[config.mk]
export PLATFORM = sky130hd
export DESIGN_NAME = vx_warp_ctl_driver
export DESIGN_NICKNAME = d
export VERILOG_FILES = /design/src/rtl/vx_warp_ctl_driver.sv
export SDC_FILE = /design/constraint.sdc
export NUM_CORES = 1
export LEC_CHECK = 0
export CORE_MARGIN = 5
export CORE_UTILIZATION = 49
export CTS_BUF_LIST = sky130_fd_sc_hd__clkbuf_16
export CTS_CLUSTER_DIAMETER = 30
export DETAILED_ROUTE_END_ITERATION = 7
export PLACE_DENSITY = 0.76
export SETUP_SLACK_MARGIN = 0.3
export SLEW_MARGIN = 20
export SYNTH_ARGS = -nofsm -noshare
export SYNTH_HDL_FRONTEND = slang
export SYNTH_SLANG_ARGS = --single-unit
[constraint.sdc]
create_clock -name clk -period 3.24 [get_ports clk]
set_input_delay 0.324 -clock clk [delete_from_list [all_inputs] [get_ports clk]]
set_output_delay 0.324 -clock clk [all_outputs]
set_load 0.02 [all_outputs]
[src/rtl/vx_warp_ctl_driver.sv]
`default_nettype none
// +----------------------------------------------------------------------------+
// | Module      : vx_warp_ctl_driver                                           |
// | Description : Queued warp-control command driver and shadow warp state.    |
// |               Optional error checking: VX_WCTL_DRV_ERRCHK_EN.              |
// | Revision    : 1.0 - initial release                                        |
// +----------------------------------------------------------------------------+

module vx_warp_ctl_driver #(
  parameter int                 NUM_WARPS    = 4,
  parameter int                 NUM_THREADS  = 4,
  parameter int                 PC_BITS      = 30,
  parameter int                 FIFO_DEPTH   = 4,
  parameter int                 STALL_CYCLES = 2,
  parameter logic [PC_BITS-1:0] STARTUP_PC   = '0,
  localparam int NW_WIDTH = (NUM_WARPS > 1) ? $clog2(NUM_WARPS) : 1,
  localparam int TID_W    = (NUM_THREADS > 1) ? $clog2(NUM_THREADS) : 1
) (
  input  logic                             clk,
  input  logic                             reset,
  input  logic                             cmd_valid,
  output logic                             cmd_ready,
  input  logic [1:0]                       cmd_op,
  input  logic [NW_WIDTH-1:0]              cmd_wid,
  input  logic [NUM_THREADS-1:0]           cmd_tmask,
  input  logic [PC_BITS-1:0]               cmd_pc,
  output logic                             warp_ctl_valid,
  output logic [NUM_WARPS-1:0]             active_warps,
  output logic [NUM_WARPS-1:0]             stalled_warps,
  output logic [NUM_WARPS*NUM_THREADS-1:0] thread_masks,
  output logic [NUM_WARPS*PC_BITS-1:0]     warp_pcs,
  output logic [PC_BITS-1:0]               result_pc,
  output logic [NW_WIDTH-1:0]              wid,
  output logic [TID_W-1:0]                 last_tid,
  output logic                             busy
`ifdef VX_WCTL_DRV_ERRCHK_EN
  ,
  output logic                             err_sticky,
  output logic [7:0]                       err_count
`endif
);

  localparam int c_PTR_W = (FIFO_DEPTH > 1) ? $clog2(FIFO_DEPTH) : 1;
  localparam int c_CNT_W = $clog2(FIFO_DEPTH + 1);
  localparam int c_STL_W = (STALL_CYCLES > 1) ? $clog2(STALL_CYCLES) : 1;
  localparam logic [c_STL_W-1:0] c_STL_INIT = c_STL_W'(STALL_CYCLES - 1);

  localparam logic [1:0] c_OP_ACTIVATE   = 2'd0;
  localparam logic [1:0] c_OP_DEACTIVATE = 2'd1;
  localparam logic [1:0] c_OP_TMC        = 2'd2;
  localparam logic [1:0] c_OP_BRANCH     = 2'd3;

  typedef struct packed {
    logic [1:0]             op;
    logic [NW_WIDTH-1:0]    wid;
    logic [NUM_THREADS-1:0] tmask;
    logic [PC_BITS-1:0]     pc;
  } cmd_t;

  typedef enum logic [1:0] {
    S_IDLE  = 2'd0,
    S_EXEC  = 2'd1,
    S_STALL = 2'd2
  } state_t;

  state_t                               r_state, w_state_nxt;
  logic   [c_PTR_W-1:0]                 r_wr_ptr, r_rd_ptr;
  logic   [c_CNT_W-1:0]                 r_count;
  cmd_t                                 r_fifo [FIFO_DEPTH];
  cmd_t                                 r_cmd;
  cmd_t                                 w_push_cmd;
  logic                                 w_full, w_push, w_pop;
  logic   [c_STL_W-1:0]                 r_stl_cnt, w_stl_cnt_nxt;
  logic                                 r_valid, w_valid_nxt;
  logic   [NUM_WARPS-1:0]               r_active, w_active_nxt;
  logic   [NUM_WARPS-1:0]               r_stalled, w_stalled_nxt;
  logic   [NUM_WARPS-1:0][NUM_THREADS-1:0] r_tmask, w_tmask_nxt;
  logic   [NUM_WARPS-1:0][PC_BITS-1:0]  r_pc, w_pc_nxt;
  logic   [PC_BITS-1:0]                 r_result_pc, w_result_pc_nxt;
  logic   [NW_WIDTH-1:0]                r_wid, w_wid_nxt;
  logic   [TID_W-1:0]                   r_last_tid, w_last_tid_nxt;
  logic                                 w_wid_ok, w_cur_act, w_exec_ok;
  logic                                 w_new_act;
  logic   [NUM_THREADS-1:0]             w_new_tmask;
  logic   [PC_BITS-1:0]                 w_new_pc;
`ifdef VX_WCTL_DRV_ERRCHK_EN
  logic                                 w_illegal;
  logic                                 r_err_sticky;
  logic   [7:0]                         r_err_count;
`endif

  function automatic logic [TID_W-1:0] f_hi_tid(input logic [NUM_THREADS-1:0] mask);
    f_hi_tid = '0;
    for (int i = 0; i < NUM_THREADS; i++) begin
      if (mask[i]) f_hi_tid = TID_W'(i);
    end
  endfunction

  // ---------------------------------------------------------------- queue
  assign w_full     = (r_count == c_CNT_W'(FIFO_DEPTH));
  assign cmd_ready  = !w_full;
  assign w_push     = cmd_valid && cmd_ready;
  assign w_push_cmd = {cmd_op, cmd_wid, cmd_tmask, cmd_pc};

  always_ff @(posedge clk) begin
    if (!reset) begin
      r_wr_ptr <= '0;
      r_rd_ptr <= '0;
      r_count  <= '0;
    end else begin
      if (w_push) r_wr_ptr <= r_wr_ptr + c_PTR_W'(1);
      if (w_pop)  r_rd_ptr <= r_rd_ptr + c_PTR_W'(1);
      case ({w_push, w_pop})
        2'b10:   r_count <= r_count + c_CNT_W'(1);
        2'b01:   r_count <= r_count - c_CNT_W'(1);
        default: ;
      endcase
    end
  end

  // Storage needs no reset; the pointers and count define validity.
  always_ff @(posedge clk) begin
    if (w_push) r_fifo[r_wr_ptr] <= w_push_cmd;
    if (w_pop)  r_cmd <= r_fifo[r_rd_ptr];
  end

  // ------------------------------------------------ effect of the command
  always_comb begin
    w_wid_ok    = (32'(r_cmd.wid) < NUM_WARPS);
    w_cur_act   = w_wid_ok && r_active[r_cmd.wid];
    w_new_act   = w_cur_act;
    w_new_tmask = w_wid_ok ? r_tmask[r_cmd.wid] : '0;
    w_new_pc    = w_wid_ok ? r_pc[r_cmd.wid] : '0;
    case (r_cmd.op)
      c_OP_ACTIVATE: begin
        w_new_act   = 1'b1;
        w_new_tmask = r_cmd.tmask;
        w_new_pc    = r_cmd.pc;
      end
      c_OP_DEACTIVATE: begin
        w_new_act   = 1'b0;
        w_new_tmask = '0;
      end
      c_OP_TMC: begin
        w_new_tmask = r_cmd.tmask;
        if (r_cmd.tmask == '0) w_new_act = 1'b0;
      end
      c_OP_BRANCH: begin
        w_new_pc = r_cmd.pc;
      end
      default: ;
    endcase
`ifdef VX_WCTL_DRV_ERRCHK_EN
    w_illegal = !w_wid_ok
             || (((r_cmd.op == c_OP_TMC) || (r_cmd.op == c_OP_BRANCH)) && !w_cur_act)
             || ((r_cmd.op == c_OP_ACTIVATE) && w_cur_act);
    w_exec_ok = !w_illegal;
`else
    w_exec_ok = w_wid_ok;
`endif
  end

  // ------------------------------------------------------------------ FSM
  always_comb begin
    w_state_nxt     = r_state;
    w_pop           = 1'b0;
    w_valid_nxt     = 1'b0;
    w_stl_cnt_nxt   = r_stl_cnt;
    w_active_nxt    = r_active;
    w_stalled_nxt   = r_stalled;
    w_tmask_nxt     = r_tmask;
    w_pc_nxt        = r_pc;
    w_result_pc_nxt = r_result_pc;
    w_wid_nxt       = r_wid;
    w_last_tid_nxt  = r_last_tid;
    case (r_state)
      S_IDLE: begin
        if (r_count != '0) begin
          w_pop       = 1'b1;
          w_state_nxt = S_EXEC;
        end
      end
      S_EXEC: begin
        // Discarded commands return straight to IDLE without a stall.
        w_state_nxt = S_IDLE;
        if (w_exec_ok) begin
          w_active_nxt[r_cmd.wid]  = w_new_act;
          w_tmask_nxt[r_cmd.wid]   = w_new_tmask;
          w_pc_nxt[r_cmd.wid]      = w_new_pc;
          w_stalled_nxt[r_cmd.wid] = 1'b1;
          w_result_pc_nxt          = w_new_pc;
          w_wid_nxt                = r_cmd.wid;
          w_last_tid_nxt           = f_hi_tid(w_new_tmask);
          w_valid_nxt              = 1'b1;
          w_stl_cnt_nxt            = c_STL_INIT;
          w_state_nxt              = S_STALL;
        end
      end
      S_STALL: begin
        if (r_stl_cnt == '0) begin
          w_stalled_nxt[r_cmd.wid] = 1'b0;
          w_state_nxt              = S_IDLE;
        end else begin
          w_stl_cnt_nxt = r_stl_cnt - c_STL_W'(1);
        end
      end
      default: w_state_nxt = S_IDLE;
    endcase
  end

  always_ff @(posedge clk) begin
    if (!reset) begin
      r_state     <= S_IDLE;
      r_valid     <= 1'b0;
      r_stl_cnt   <= '0;
      r_active    <= NUM_WARPS'(1);
      r_stalled   <= '0;
      r_tmask     <= '0;
      r_tmask[0]  <= NUM_THREADS'(1);
      r_pc        <= '0;
      r_pc[0]     <= STARTUP_PC;
      r_result_pc <= '0;
      r_wid       <= '0;
      r_last_tid  <= '0;
    end else begin
      r_state     <= w_state_nxt;
      r_valid     <= w_valid_nxt;
      r_stl_cnt   <= w_stl_cnt_nxt;
      r_active    <= w_active_nxt;
      r_stalled   <= w_stalled_nxt;
      r_tmask     <= w_tmask_nxt;
      r_pc        <= w_pc_nxt;
      r_result_pc <= w_result_pc_nxt;
      r_wid       <= w_wid_nxt;
      r_last_tid  <= w_last_tid_nxt;
    end
  end

`ifdef VX_WCTL_DRV_ERRCHK_EN
  always_ff @(posedge clk) begin
    if (!reset) begin
      r_err_sticky <= 1'b0;
      r_err_count  <= '0;
    end else if ((r_state == S_EXEC) && w_illegal) begin
      r_err_sticky <= 1'b1;
      if (r_err_count != 8'hFF) r_err_count <= r_err_count + 8'd1;
    end
  end

  assign err_sticky = r_err_sticky;
  assign err_count  = r_err_count;
`endif

  assign warp_ctl_valid = r_valid;
  assign active_warps   = r_active;
  assign stalled_warps  = r_stalled;
  assign thread_masks   = r_tmask;
  assign warp_pcs       = r_pc;
  assign result_pc      = r_result_pc;
  assign wid            = r_wid;
  assign last_tid       = r_last_tid;
  assign busy           = (r_state != S_IDLE) || (r_count != '0);

endmodule

`default_nettype wire
; ---- Word-level counts from Yosys, hierarchy flattened
; Memories as Yosys holds them, arrays and structs flattened. A register that Yosys moved wholly into a read port is not among the register bits.
; Index checks and enable logic that the tools add are counted.
[totals]
register_bits = 189
ramBits = 152
input_bits = 41
output_inout_bits = 181
wordCells = 90
memories = 1
[op_classes]
n_addsub = 5
order_cmp = 2
eq_ne = 10
mux = 35
bitwise_logic = 3
reduce_logical = 15
[memory_table]
columns = name, words, word_bits, rd, rd_clocked_by_memory_dff, wr, line
row1 = r_fifo, 4, 38, 1, 1, 1, 69  ; cmd_t r_fifo [FIFO_DEPTH];
[ops]
columns = cell, n
row1 = bitwise mux 120 bit, 1
row2 = 2-to-1 mux 30 bit, 3
row3 = binary-select mux 30 bit (select 2 bit), 1
row4 = demux 30 bit (select 2 bit), 1
row5 = bitwise mux 16 bit, 1
row6 = one-hot mux 4 bit (2 select lines), 2
row7 = 2-to-1 mux 4 bit, 3
row8 = 2-to-1 mux 1 bit, 10
row9 = binary-select mux 4 bit (select 2 bit), 1
row10 = demux 4 bit (select 2 bit), 1
row11 = "== test 2 bit, second input constant", 4
row12 = 2-to-1 mux 2 bit, 4
row13 = "== test 2 x 1 -> 1 bit, second input constant", 3
row14 = one-hot mux 2 bit (3 select lines), 1
row15 = one-hot mux 3 bit (2 select lines), 1
row16 = nonzero test 2 bit, 3
row17 = "adder 2 x 1 -> 2 bit, second input constant", 2
row18 = bitwise AND 4 bit, 1
row19 = bitwise mux 4 bit, 1
row20 = logical NOT 2 bit, 2
row21 = logical NOT 4 bit, 1
row22 = "inequality test 2 bit, second input constant", 2
row23 = inverter 4 bit, 1
row24 = bitwise OR 4 bit, 1
row25 = 16 further kinds, 19

; ---- Logic depth before layout (Yosys ltp)
[depth]
ltp_word = 8
mapped_depth = 9
ltp_nobuf = 9

; ---- Worst setup path after synthesis
; OpenSTA, ideal clock, no wires.
[synth_timing]
path_kind = register to register
from = register r_state[0]
to = register r_count[2]
setup_ns = 0.076
arrival_time_ns = 3.003
required_ns = 3.164
slack_ns = 0.161
path_stages_with_launch = 10
n_path_buf = 0
synth_period_minus_slack_ns = 3.079
cell_sequence = dfxtp_1 > inv_1 > ha_1 > o31a_1 > ha_1 > inv_1 > fa_1 > xor2_1 > or3_1 > a21boi_0
[synth_between]
elab_chain_len = 4
word_cells_on_any_way = 6
classes_between = eq/ne: 2 / mux: 2 / reduce/logical: 2
[synth_rtl]
columns = item, line
row1 = "start, declared", 66  ; state_t r_state, w_state_nxt;
row2 = "start signal, assigned", 226  ; r_state <= w_state_nxt;
row3 = logical NOT 2 bit (*), 176  ; case (r_state)
row4 = 2-to-1 mux 1 bit (*), 176
row5 = via w_pop, 72  ; logic w_full, w_push, w_pop;
row6 = == test 2 x 1 -> 1 bit / == test 2 bit (equally long branches), 113  ; case ({w_push, w_pop})
row7 = one-hot mux 3 bit (2 select lines) / nonzero test 2 bit (equally long branches), n/a
row8 = "end signal, assigned", 114  ; 2'b10: r_count <= r_count + c_CNT_W'(1);
row9 = "end signal, assigned", 115  ; 2'b01: r_count <= r_count - c_CNT_W'(1);
row10 = "end, declared", 68  ; logic [c_CNT_W-1:0] r_count;
; The timed path passes the listed nets; every way through them passes the cells marked *.
; A chain may end at the register's enable or synchronous reset.

; ---- Worst setup path after layout
[layout_timing]
from = register r_count[2]
to = register r_count[2]
[layout_between]
elab_chain_len = 5
word_cells_on_any_way = 12
classes_between = add/sub: 2 / eq/ne: 3 / mux: 3 / reduce/logical: 4
[layout_rtl]
columns = item, line
row1 = nonzero test 3 bit / == test 3 bit (equally long branches), "178, 100"
row2 = 2-to-1 mux 1 bit / logical NOT 1 bit (equally long branches), "178, 101"
row3 = 2-to-1 mux 1 bit / logical AND 1 bit (equally long branches), "176, 102"
row4 = == test 2 x 1 -> 1 bit / == test 2 bit (equally long branches), 113
row5 = one-hot mux 3 bit (2 select lines) / nonzero test 2 bit (equally long branches), n/a
; Several ways; a longest one is shown, not always the timed one.

==> run metrics <==
status finished clean; DRC 0; crit path DAT between 2 and 3 ns; most common cell in the netlist edfxtp_1; terminus of the critical flop-to-flop path r_count[2]$_SDFFE_PN0P_; fillers between 1.5k and 2k; top cells by area, synth edfxtp_1 (39%), dfxtp_1 (26%), mux4_2 (11%); Root Driver clkbuf_16; clk_lat worst skew between 0.5 and 0.6 ns; initial DRC count a little under 800; Critical R2R Launch r_count[2]$_SDFFE_PN0P_; Storage cell area approximately 9500 um^2; GRT Resource Usage Total roughly a fifth; dpl hpwl ~23000 um; Synth Warn # 0; cts bufs inserted 67; gp weighted congestion around 0.83; hold path depth 3; Req. time, crit path 3.70 ns; FP Rows between 60 and 70; Final setup viols 0; Initial Util 49.8%; # IOs between 200 and 250; number of global-route vias before repair about 9.4k; Cells after Synth 1002; initial antenna violation count 5; Commonest cells post-synth edfxtp_1 (190), dfxtp_1 (189), o21ai_0 (157); footprint of the multi-input gates between 4000 and 5000 um^2; DR vias/cell approximately 5.6; slowest stage delay, CP 0.43 ns; CTS clk-pin slew, worst paths around 0.050 ns; total grt overflow 0; fin. max-slew vios 0; cell-by-cell trace of the critical path or3b_1 -> and2_1 -> inv_2 -> ha_1 -> inv_1 -> fa_1 -> xor2_1 -> or3_1 -> a21boi_0; Async SR Flop Fraction 0%; worst slew pin tran 1.00 ns; hold_buf cts 0; layout cell share with drive strength beyond 1 a little over a fifth; first-pass GRT wire length ~55000 um; P&R area growth vs syn 32.4%; Post-synth EDFFs between 150 and 200; DR vias between 9k and 10k; Crit-path slowest cell or3b_1; setup_tns 0 ns; Avg Synthesized Cell Area ~15 um^2; Max Clock Skew 0.0216 ns; P_leak approximately 6.9 nW; clk buf depth 3; Die Ht 184 um; Post-synth top flop edfxtp_1; RSZ-0062 raised after global routing no; Post-CTS Setup Bufs 0; Yosys cell types 47; R2R depth 9; Setup crit start kind flip-flop; clock sink count about 380; power density cells approximately 1100 nW/um^2; Final min period 2.48 ns; sequential fraction of the synthesis area ~64%; FF+latch count, synth 379; min-delay src reset; CTS tree done; Nets around 1.3k; core footprint a little under 30000 um^2; fmax ~400 MHz; WL/cell between 20 and 25 um; largest net degree at the start of global routing 73; r2r setup slk roughly 0.76 ns; n_diodes 0; final hold vios 0; share of the synthesized area in the top cell type 38.6%; Die W 184 um; ANT nets after route 0; Max Cap Violations 0; first drt pass iteration count 5; PortBufs about 220; Syn Nets about 1.1k; crit path capture type flip-flop; Max Fanout on Critical Path 6; final core utilization roughly two thirds; Tcrit/Tclk final 76.5%; Relative slew margins 33.3%; Die ar. roughly 34000 um^2; Hold Path Class primary input to flip-flop; cell area after synthesis between 10000 and 15000 um^2; htree depth 3; Worst VDD drop slightly above 600 uV; Yosys top cell by area edfxtp_1; critical path class flip-flop to flip-flop; worst hold endpoint warp_pcs[54]$_SDFFE_PN0P_; post-CTS sizing 0; DRT Wirelength approximately 36000 um
-- worst max-delay path, delay by kind of cell, from the launching register on --
kind / cells / cell delay, ns
AO/OA/AOI/OAI: 1 / 0.21
AND/OR/NAND/NOR: 3 / 0.97
buffers and inverters: 2 / 0.13
adder cells (fa/ha/maj): 2 / 0.54
flip-flops: 1 / 0.38
XOR/XNOR: 1 / 0.16
-- area by class of cell --
cell class,count,area share (%)
multi-input cells,531,24.9
clock buffers,68,8.69
repair buffers,243,12.8
inverters,12,0.230
clock inverters,52,2.40
well taps,390,2.49
flip-flops and latches,379,48.5
-- cells by family (layout without fill, tap and decap cells) --
family | Yosys count | after routing | share of synthesized area [%]
simple gates | 53 | 53 | 2.03
mux | 106 | 106 | 15.8
flops | 379 | 379 | 64.2
buf+inv | 92 | 375 | 2.98
fa+ha+maj | 13 | 13 | 1.15
compound gates | 354 | 354 | 13.6
xor+xnor | 5 | 5 | 0.296
-- report_power, final --
part / internal [W] / total [W] / leakage (nW) / switching (W)
Clock: 0.00415 / 0.00660 / 1.05 / 0.00245
Sequential: 0.00635 / 0.00731 / 3.29 / 0.000954
Combinational: 0.00322 / 0.00702 / 2.54 / 0.00380
Total: 0.0137 / 0.0209 / 6.89 / 0.00720
-- placed cells by master, fill, tap and decap left out, drive strengths merged, types with 4 or more instances in the layout --
cell / instances
dfxtp: 189
clkinvlp: 12
inv: 33
mux4: 73
nor2: 4
o211a: 13
a22oi: 5
mux2i: 33
nand2: 22
a21oi: 159
nand2b: 4
clkbuf: 68
buf: 23
nor2b: 5
o21ai: 165
ha: 12
a21boi: 4
and3: 4
clkdlybuf4s50: 220
edfxtp: 190
and2: 7
clkinv: 16
-- through the flow --
step                hold WS [ns]  total power [W]  cells  cell area [um^2]  setup slack (ns)
floorplan                  0.423           0.0118   1002             14800             0.661
global placement           0.471           0.0143   1555             17400             0.924
CTS                        0.242           0.0211   1675             19600             0.781
detailed placement         0.478           0.0144   1555             17400             0.800
finish                     0.278           0.0209   1675             19600             0.762
global route               0.283           0.0219   1675             19600             0.623
-- flip-flops by register name, summed over array words and instances (netlist names), 3 cells and up, named ones only --
signal / flops
result_pc: 30
thread_masks: 16
active_warps: 4
r_fifo: 152
r_cmd: 38
warp_pcs: 120
r_count: 3
-- routing by layer --
layer / wire (um) / GRT usage [%] / vias to the layer above
li1: - / - / 4322
met1: 14900 / 28.7 / 4695
met2: 16900 / 32.6 / 358
met3: 2710 / 5.74 / 77
met4: 1190 / 8.16 / 10
met5: 69 / 0 / -
-- how the worst max path moves through the flow --
stage,from,slack (ns),end
3_3_place_gp,r_count[0]$_SDFFE_PN0P_,0.92,r_count[2]$_SDFFE_PN0P_
4_1_cts,r_count[2]$_SDFFE_PN0P_,0.78,r_count[2]$_SDFFE_PN0P_
6_report,r_count[2]$_SDFFE_PN0P_,0.76,r_count[2]$_SDFFE_PN0P_
3_5_place_dp,r_count[0]$_SDFFE_PN0P_,0.80,r_count[2]$_SDFFE_PN0P_
5_1_grt,r_count[2]$_SDFFE_PN0P_,0.62,r_count[2]$_SDFFE_PN0P_
2_1_floorplan,r_state[0]$_SDFFE_PN0P_,0.66,r_count[2]$_SDFFE_PN0P_
Power figures use the tool's default switching activity.
